[config.mk]
export PLATFORM = sky130hd
export DESIGN_NAME = metronome_engine
export DESIGN_NICKNAME = d
export VERILOG_FILES = /design/src/rtl/metronome_engine.sv
export SDC_FILE = /design/constraint.sdc
export NUM_CORES = 1
export LEC_CHECK = 0
export ABC_AREA = 1
export CAP_MARGIN = 0
export CORE_ASPECT_RATIO = 1.75
export CORE_MARGIN = 2
export CORE_UTILIZATION = 68
export DETAILED_ROUTE_END_ITERATION = 10
export GPL_ROUTABILITY_DRIVEN = 0
export HOLD_SLACK_MARGIN = 0.03
export PLACE_DENSITY = 0.83
export RECOVER_POWER = 25
export SYNTH_ARGS = -nofsm -noshare
export SYNTH_HDL_FRONTEND = slang
export SYNTH_SLANG_ARGS = --single-unit
[constraint.sdc]
create_clock -name clk_i -period 9.1 [get_ports clk_i]
set_clock_uncertainty 0.15 [all_clocks]
set_input_delay 0.91 -clock clk_i [delete_from_list [all_inputs] [get_ports clk_i]]
set_output_delay 0.91 -clock clk_i [all_outputs]
set_load 0.02 [all_outputs]
[src/rtl/metronome_engine.sv]
// rtl/metronome_engine.sv - phase-accumulator metronome with bar grouping, accented downbeat and piezo tone
// A BPM change only alters the accumulation rate, so the beat in progress keeps its phase.
module metronome_engine #(
  parameter int unsigned CLK_HZ    = 100_000_000,
  parameter int unsigned BPM_W     = 8,
  parameter int unsigned BPM_MIN   = 30,
  parameter int unsigned BPM_MAX   = 250,
  parameter int unsigned BAR_W     = 3,
  parameter int unsigned TONE_HZ   = 1000,
  parameter int unsigned ACCENT_HZ = 2000,
  parameter int unsigned BEEP_MS   = 50
) (
  input  logic             clk_i,
  input  logic             rst_i,
  input  logic             play_i,
  input  logic [BPM_W-1:0] bpm_i,
  input  logic [BAR_W-1:0] beats_per_bar_i,
  output logic             bell_o,
  output logic             beat_pulse_o,
  output logic             downbeat_o,
  output logic [BAR_W-1:0] beat_idx_o,
  output logic             running_o
);

  localparam longint unsigned PERIOD      = 64'(CLK_HZ) * 64'd60;
  localparam int unsigned     ACC_W       = $clog2(PERIOD + 64'(BPM_MAX) + 64'd1);
  localparam longint unsigned BEEP_CYC    = 64'(CLK_HZ) * 64'(BEEP_MS) / 64'd1000;
  localparam int unsigned     BEEP_W      = $clog2(BEEP_CYC + 64'd1);
  localparam int unsigned     TONE_HALF   = CLK_HZ / (2 * TONE_HZ);
  localparam int unsigned     ACCENT_HALF = CLK_HZ / (2 * ACCENT_HZ);
  localparam int unsigned     HALF_MAX    = (TONE_HALF > ACCENT_HALF) ? TONE_HALF : ACCENT_HALF;
  localparam int unsigned     HALF_W      = $clog2(HALF_MAX + 1);

  typedef enum logic [1:0] {
    S_IDLE = 2'd0,
    S_RUN  = 2'd1,
    S_BEEP = 2'd2
  } state_e;

  state_e              state_q, state_d;
  logic [ACC_W-1:0]    acc_q, acc_d;
  logic [BAR_W-1:0]    idx_q, idx_d;
  logic [BEEP_W-1:0]   beep_cnt_q, beep_cnt_d;
  logic [HALF_W-1:0]   half_cnt_q, half_cnt_d;
  logic                accent_q, accent_d;
  logic                bell_q, bell_d;
  logic                pulse_q, pulse_d;
  logic                down_q, down_d;

  logic [BPM_W-1:0]    bpm_c;
  logic [ACC_W-1:0]    acc_sum;
  logic                fire;
  logic [BAR_W:0]      idx_inc;
  logic [BAR_W-1:0]    idx_next;
  logic                bar_on;
  logic [HALF_W-1:0]   half_lim;

  always_comb begin
    if (bpm_i < BPM_W'(BPM_MIN)) begin
      bpm_c = BPM_W'(BPM_MIN);
    end else if (bpm_i > BPM_W'(BPM_MAX)) begin
      bpm_c = BPM_W'(BPM_MAX);
    end else begin
      bpm_c = bpm_i;
    end
  end

  assign acc_sum  = acc_q + ACC_W'(bpm_c);
  assign fire     = (acc_sum >= ACC_W'(PERIOD));
  assign bar_on   = (beats_per_bar_i != '0);
  // Comparing against the live bar length also wraps when the bar shrank under the index.
  assign idx_inc  = {1'b0, idx_q} + (BAR_W + 1)'(1);
  assign idx_next = (idx_inc >= {1'b0, beats_per_bar_i}) ? '0 : idx_inc[BAR_W-1:0];
  assign half_lim = accent_q ? HALF_W'(ACCENT_HALF - 1) : HALF_W'(TONE_HALF - 1);

  always_comb begin
    state_d    = state_q;
    acc_d      = acc_q;
    idx_d      = idx_q;
    beep_cnt_d = beep_cnt_q;
    half_cnt_d = half_cnt_q;
    accent_d   = accent_q;
    bell_d     = bell_q;
    pulse_d    = 1'b0;
    down_d     = 1'b0;
    unique case (state_q)
      S_IDLE: begin
        if (play_i) begin
          state_d    = S_BEEP;
          acc_d      = '0;
          idx_d      = '0;
          pulse_d    = 1'b1;
          down_d     = bar_on;
          accent_d   = bar_on;
          bell_d     = 1'b1;
          beep_cnt_d = '0;
          half_cnt_d = '0;
        end
      end
      default: begin
        if (!play_i) begin
          state_d    = S_IDLE;
          acc_d      = '0;
          idx_d      = '0;
          accent_d   = 1'b0;
          bell_d     = 1'b0;
          beep_cnt_d = '0;
          half_cnt_d = '0;
        end else if (fire) begin
          // A beat always (re)starts the tone with phase high, even mid-beep.
          state_d    = S_BEEP;
          acc_d      = acc_sum - ACC_W'(PERIOD);
          idx_d      = idx_next;
          pulse_d    = 1'b1;
          down_d     = (idx_next == '0) && bar_on;
          accent_d   = (idx_next == '0) && bar_on;
          bell_d     = 1'b1;
          beep_cnt_d = '0;
          half_cnt_d = '0;
        end else begin
          acc_d = acc_sum;
          if (state_q == S_BEEP) begin
            if (beep_cnt_q == BEEP_W'(BEEP_CYC - 64'd1)) begin
              state_d    = S_RUN;
              bell_d     = 1'b0;
              beep_cnt_d = '0;
              half_cnt_d = '0;
            end else begin
              beep_cnt_d = beep_cnt_q + BEEP_W'(1);
              if (half_cnt_q == half_lim) begin
                half_cnt_d = '0;
                bell_d     = ~bell_q;
              end else begin
                half_cnt_d = half_cnt_q + HALF_W'(1);
              end
            end
          end
        end
      end
    endcase
  end

  always_ff @(posedge clk_i or posedge rst_i) begin
    if (rst_i) begin
      state_q    <= S_IDLE;
      acc_q      <= '0;
      idx_q      <= '0;
      beep_cnt_q <= '0;
      half_cnt_q <= '0;
      accent_q   <= 1'b0;
      bell_q     <= 1'b0;
      pulse_q    <= 1'b0;
      down_q     <= 1'b0;
    end else begin
      state_q    <= state_d;
      acc_q      <= acc_d;
      idx_q      <= idx_d;
      beep_cnt_q <= beep_cnt_d;
      half_cnt_q <= half_cnt_d;
      accent_q   <= accent_d;
      bell_q     <= bell_d;
      pulse_q    <= pulse_d;
      down_q     <= down_d;
    end
  end

  assign bell_o       = bell_q;
  assign beat_pulse_o = pulse_q;
  assign downbeat_o   = down_q;
  assign beat_idx_o   = idx_q;
  assign running_o    = (state_q != S_IDLE);

endmodule

Yosys cells after proc, flatten, opt, wreduce, memory -nomap -nowiden --
Index checks and enable logic that the tools add are counted.
Word-level totals: register bits after elaboration 81, logic and storage cells 86, bits of input ports 14
Cells by class: order comparisons 4, bitwise operators 1, $add $sub $neg 5, equality and inequality tests 8, multiplexer cells 50, reductions and logical operators 9
Operators with widths (count):
- $mux 23 | 6
- $mux 33 | 4
- $mux 16 | 8
- $add 33x8->33 | 1
- $ge 33x33->1 const B | 1
- $sub 33x33->33 const B | 1
- $add 23x1->23 const B | 1
- $eq 23x23->1 const B | 1
- $mux 1 | 19
- $add 16x1->16 const B | 1
- $eq 16x16->1 | 1
- $mux 8 | 2
- $mux 3 | 5
- $mux 2 | 6
- $gt 8x8->1 const B | 1
- $lt 8x5->1 const B | 1
- $ne 4x1->1 const B | 2
- $reduce_and 3->1 | 2
- $ne 5x1->1 const B | 1
- $add 3x1->4 const B | 1
- $ge 4x3->1 | 1
- $reduce_and 2->1 | 2
- $logic_not 3->1 | 1
- $ne 3x1->1 const B | 1
- other kinds (7) | 7

Longest topological paths before layout --
depth in word-level cells 8, mapped depth 29

Worst setup path after synthesis --
OpenSTA, ideal clock, no wires.
kind input-to-reg, start point input port bpm_i[6], end point register bell_q (netlist: bell_o), arrival time 3835 ps, buffers on the path 1, stages 28, data required time 8833 ps, library setup time 117 ps, path slack 4998 ps, cell sequence nor2_1 > nand2_1 > a31oi_1 > nor2_1 > ha_1 > fa_1 > nand2_1 > nand2_1 > nand3_1 > nand2_1 > nand2_1 > nand2_2 > nand2_1 > nand2_1 > inv_1 > ha_1 > nand3_2 > nor2_2 > nand2_1 > nor2_1 > nand3_2 > nand4_1 > nor2_1 > nor2_2 > buf_4 > nand2_1 > nand2_1 > nand2_1
Between the ends: longest elaborated chain between the ends 8
Ends and longest elaborated chain:
- start: declaration | line 16 | input logic [BPM_W-1:0] bpm_i,
- $gt 8x8->1 | line 61 | end else if (bpm_i > BPM_W'(BPM_MAX)) begin
- $mux 8 | line 61
- $mux 8 * | line 59 | if (bpm_i < BPM_W'(BPM_MIN)) begin
- $add 33x8->33 * | line 68 | assign acc_sum = acc_q + ACC_W'(bpm_c);
- $ge 33x33->1 * | line 69 | assign fire = (acc_sum >= ACC_W'(PERIOD));
- $mux 1 | line 109 | end else if (fire) begin
- $mux 1 | line 101 | if (!play_i) begin
- $mux 1 | line 86 | unique case (state_q)
- end signal: assignment | line 161 | bell_q <= bell_d;
- end: declaration | line 46 | logic bell_q, bell_d;
Mark *: on every way between the ends. The rest lies on a longest branch, timed or not. A chain may end at the register's enable or synchronous reset.

Worst setup path after layout --
start point input port bpm_i[7], end point register half_cnt_q[15]
Between the ends: longest elaborated chain between the ends 8
Ends and longest elaborated chain:
- $gt 8x8->1 | line 61
- $mux 8 | line 61
- $mux 8 * | line 59
- $add 33x8->33 * | line 68
- $ge 33x33->1 * | line 69
- $mux 16 | line 109
- $mux 16 | line 101
- $mux 16 | line 86
- end signal: assignment | line 159 | half_cnt_q <= half_cnt_d;
- end: declaration | line 44 | logic [HALF_W-1:0] half_cnt_q, half_cnt_d;
Marked as above.

==> flow_summary.yaml <==
finish:
  regArea_sq_um: 2027
  drive_above_1_share: 0.06649
  synthToLayoutAreaGrowth_pct: 6.674
  nNetsFinal: 1183
  fillers: 933
  multi_input_area_sq_um: 4279
  final_util: 0.7417
  num_antenna_cells: 0
sta:
  slew_headroom: -2.018
  setup_viol: 0
  fin_crit_ns: 5.705
  clock.fmax_mhz: 175.3
  hold_slack_ns: 0.3504
  rsz0062_at_grt: "no"
  drv_slew: 82
  fin_tns_setup_ns: 0
  hold_viol_final: 0
  worst_pin_slew_ns: 4.527
  finalCritPeriodShare: 0.6269
die:
  die-area_sq_um: 11400
  die_x_um: 81.58
  die_h_um: 139.8
  rows: 49
  coreArea_sq_um: 10300
  ios: 21
  start_util: 0.6953
clock_network:
  clkTransAtPathRegs_ns: 0.06
  cts_setup_buffers: 0
  cts_buffer_depth: 2
  hold_buffers: 0
  cts_max_level: 3
  ctsResizeCount: 0
  clk_latency_ns: 0.35
  clkSinkCount: 81
  cts_buffers: 9
  cts_tree: "done"
  root_buffer: "clkbuf_16"
run_status:
  violations: "capacitance limit, slew limit"
  status: "complete, but fails checks"
logic_synthesis:
  netlist_area_sq_um: 7162
  synth_seq_cells: 81
  synthesis.nets: 1181
  synth_edf_count: 0
  syn_inst: 1151
  avgSynthCellArea_sq_um: 6.222
  yosys-top-cells-area: "dfrtp_1 (28%), nand2_1 (17%), inv_1 (8.4%)"
  synth_cell_type_count: 46
  synthArstFlopShare: 1.000
  synth_flop_cell: "dfrtp_1"
  synth_top_area_frac: 0.2830
  ys_warn_count: 0
  seq_area_frac_synth: 0.2830
  yosysTopAreaCell: "dfrtp_1"
power:
  powerDensity_nw_per_um2: 158.6
  ir_worst_vdd_mv: 0.1600
  leakage_nw: 3.514
route:
  first_pass_iters: 6
  post-route-drc-count: 0
  drtIter0Drc: 603
  wl_um: 21010
  postRouteAntennaNets: 0
  route.vias.total: 7794
  wl_per_cell_um: 16.35
  drt-vias-per-instance: 6.065
worst_setup_path:
  rr_startpoint: "acc_q[0]"
  crit_fanout: 75
  arrival_ns: 5.78
  regToRegEndpoint: "half_cnt_q[15]"
  path_common_cell: "nand2_1"
  cp.required_ns: 9.18
  r2r_slack_ns: 4.51
  reg2regPathDepth: 23
  critical_path_class: "in -> reg"
  critPathLaunchType: "input port"
  critPathMaxStageDelay_ns: 0.61
  crit_slowest_cell: "nand3_4"
  crit_path_end_kind: "register"
min_path:
  worstHoldStart: "acc_q[7]"
  min_delay_path_depth: 2
  holdCritPathClass: "reg -> reg"
  hold_end: "acc_q[7]"
global_route:
  grt_pass1_vias: 7538
  overflow: 0
  grt_max_degree: 82
  antenna_found_initial: 0
  grtUsageTotal: 0.3914
  grt_pass1_wl_um: 34960
placed_design:
  detailed_place_hpwl_um: 15240
  portBuffers: 20
job:
  maxCapViolations: 1
==> cells in the mapped netlist (3+ instances only) <==
| master | instances |
|---|---|
| a22o_1 | 3 |
| nor4_1 | 17 |
| o21ai_1 | 43 |
| nand3_1 | 109 |
| nor2_2 | 14 |
| ha_1 | 15 |
| nand3_2 | 4 |
| o22ai_1 | 15 |
| nand2_1 | 318 |
| nand3b_1 | 6 |
| inv_1 | 160 |
| dfrtp_1 | 81 |
| clkbuf_1 | 14 |
| buf_1 | 4 |
| nor2_1 | 127 |
| buf_2 | 4 |
| o21ai_0 | 31 |
| buf_6 | 6 |
| nand4_1 | 64 |
| xor2_1 | 17 |
| nand2_2 | 19 |
| nor3_1 | 17 |
| buf_4 | 6 |
| inv_2 | 8 |
| a21oi_1 | 22 |
==> cell type report <==
cell class,instances,area share
timing repair buffer,26,0.03161
sequential,81,0.2653
multi-input combinational,865,0.5601
inverter,170,0.08369
clock inverter,6,0.008516
tap,127,0.02080
clock buffer,10,0.02997
==> metal layers <==
layer  up-vias  share of wire  global-route usage
met1      3572           0.37              0.4372
li1       3759              -                   -
met4         0          0.067              0.2254
met3       124          0.054             0.05447
met5         -              0                   0
met2       339           0.51              0.6855
==> worst max path at each step <==
| stage | from | to | slack [ns] | depth (start not counted) |
|---|---|---|---|---|
| after floorplan | bpm_i[6] | bell_o | 5.00 | 28 |
| after global placement | bpm_i[6] | half_cnt_q[15] | 3.26 | 28 |
| after detailed placement | bpm_i[7] | half_cnt_q[15] | 3.07 | 28 |
| after CTS | bpm_i[7] | half_cnt_q[15] | 3.40 | 28 |
| after global routing | rst_i | state_q[1] | 2.67 | 3 |
| final | bpm_i[7] | half_cnt_q[15] | 3.39 | 28 |
==> flip-flops by register name (all words and copies together) (netlist names) <==
name	flops
half_cnt_q	16
beat_idx_o	3
beat_pulse_o	1
accent_q	1
bell_o	1
downbeat_o	1
beep_cnt_q	23
acc_q	33
state_q	2
==> cell usage in the layout (no fill, tap or decap), types with 19 or more instances in the layout <==
cell type / count
clkdlybuf4s50_1: 19
nand3_1: 109
dfrtp_1: 81
nand2_1: 318
nand4_1: 64
inv_1: 159
nor2_1: 126
a21oi_1: 22
o21ai_0: 31
nand2_2: 19
o21ai_1: 43
==> metrics by stage <==
stage / area, sq um / std cells / total power [mW] / setup WS (ns)
floorplan: 7162 / 1151 / 0.7120 / 4.998
global placement: 7350 / 1269 / 0.8241 / 3.260
detailed placement: 7350 / 1269 / 0.8287 / 3.070
CTS: 7644 / 1285 / 1.204 / 3.400
global route: 7640 / 1285 / 1.275 / 2.668
finish: 7640 / 1285 / 1.212 / 3.395
==> worst max-delay path, delay by kind of cell <==
family | cells | cell delay, ns
AO/OA/AOI/OAI | 2 | 0.30
AND/OR/NAND/NOR | 21 | 3.19
adder cells (fa/ha/maj) | 3 | 0.84
buffers and inverters | 2 | 0.56
==> power breakdown <==
| part | internal [mW] | switching [mW] | total [mW] |
|---|---|---|---|
| sequential | 0.393 | 0.0344 | 0.427 |
| clock | 0.214 | 0.167 | 0.381 |
| combinational | 0.122 | 0.281 | 0.403 |
==> kinds of logic (layout without fill, tap and decap cells) <==
group / after synthesis / after routing / share of synthesized area
compound gates: 123 / 123 / 0.09434
xor+xnor: 20 / 20 / 0.02551
fa+ha+maj: 16 / 16 / 0.02900
buf+inv: 205 / 212 / 0.1198
flops: 81 / 81 / 0.2830
simple gates: 706 / 706 / 0.4483
Note: power is estimated with default switching activity, not from simulation.
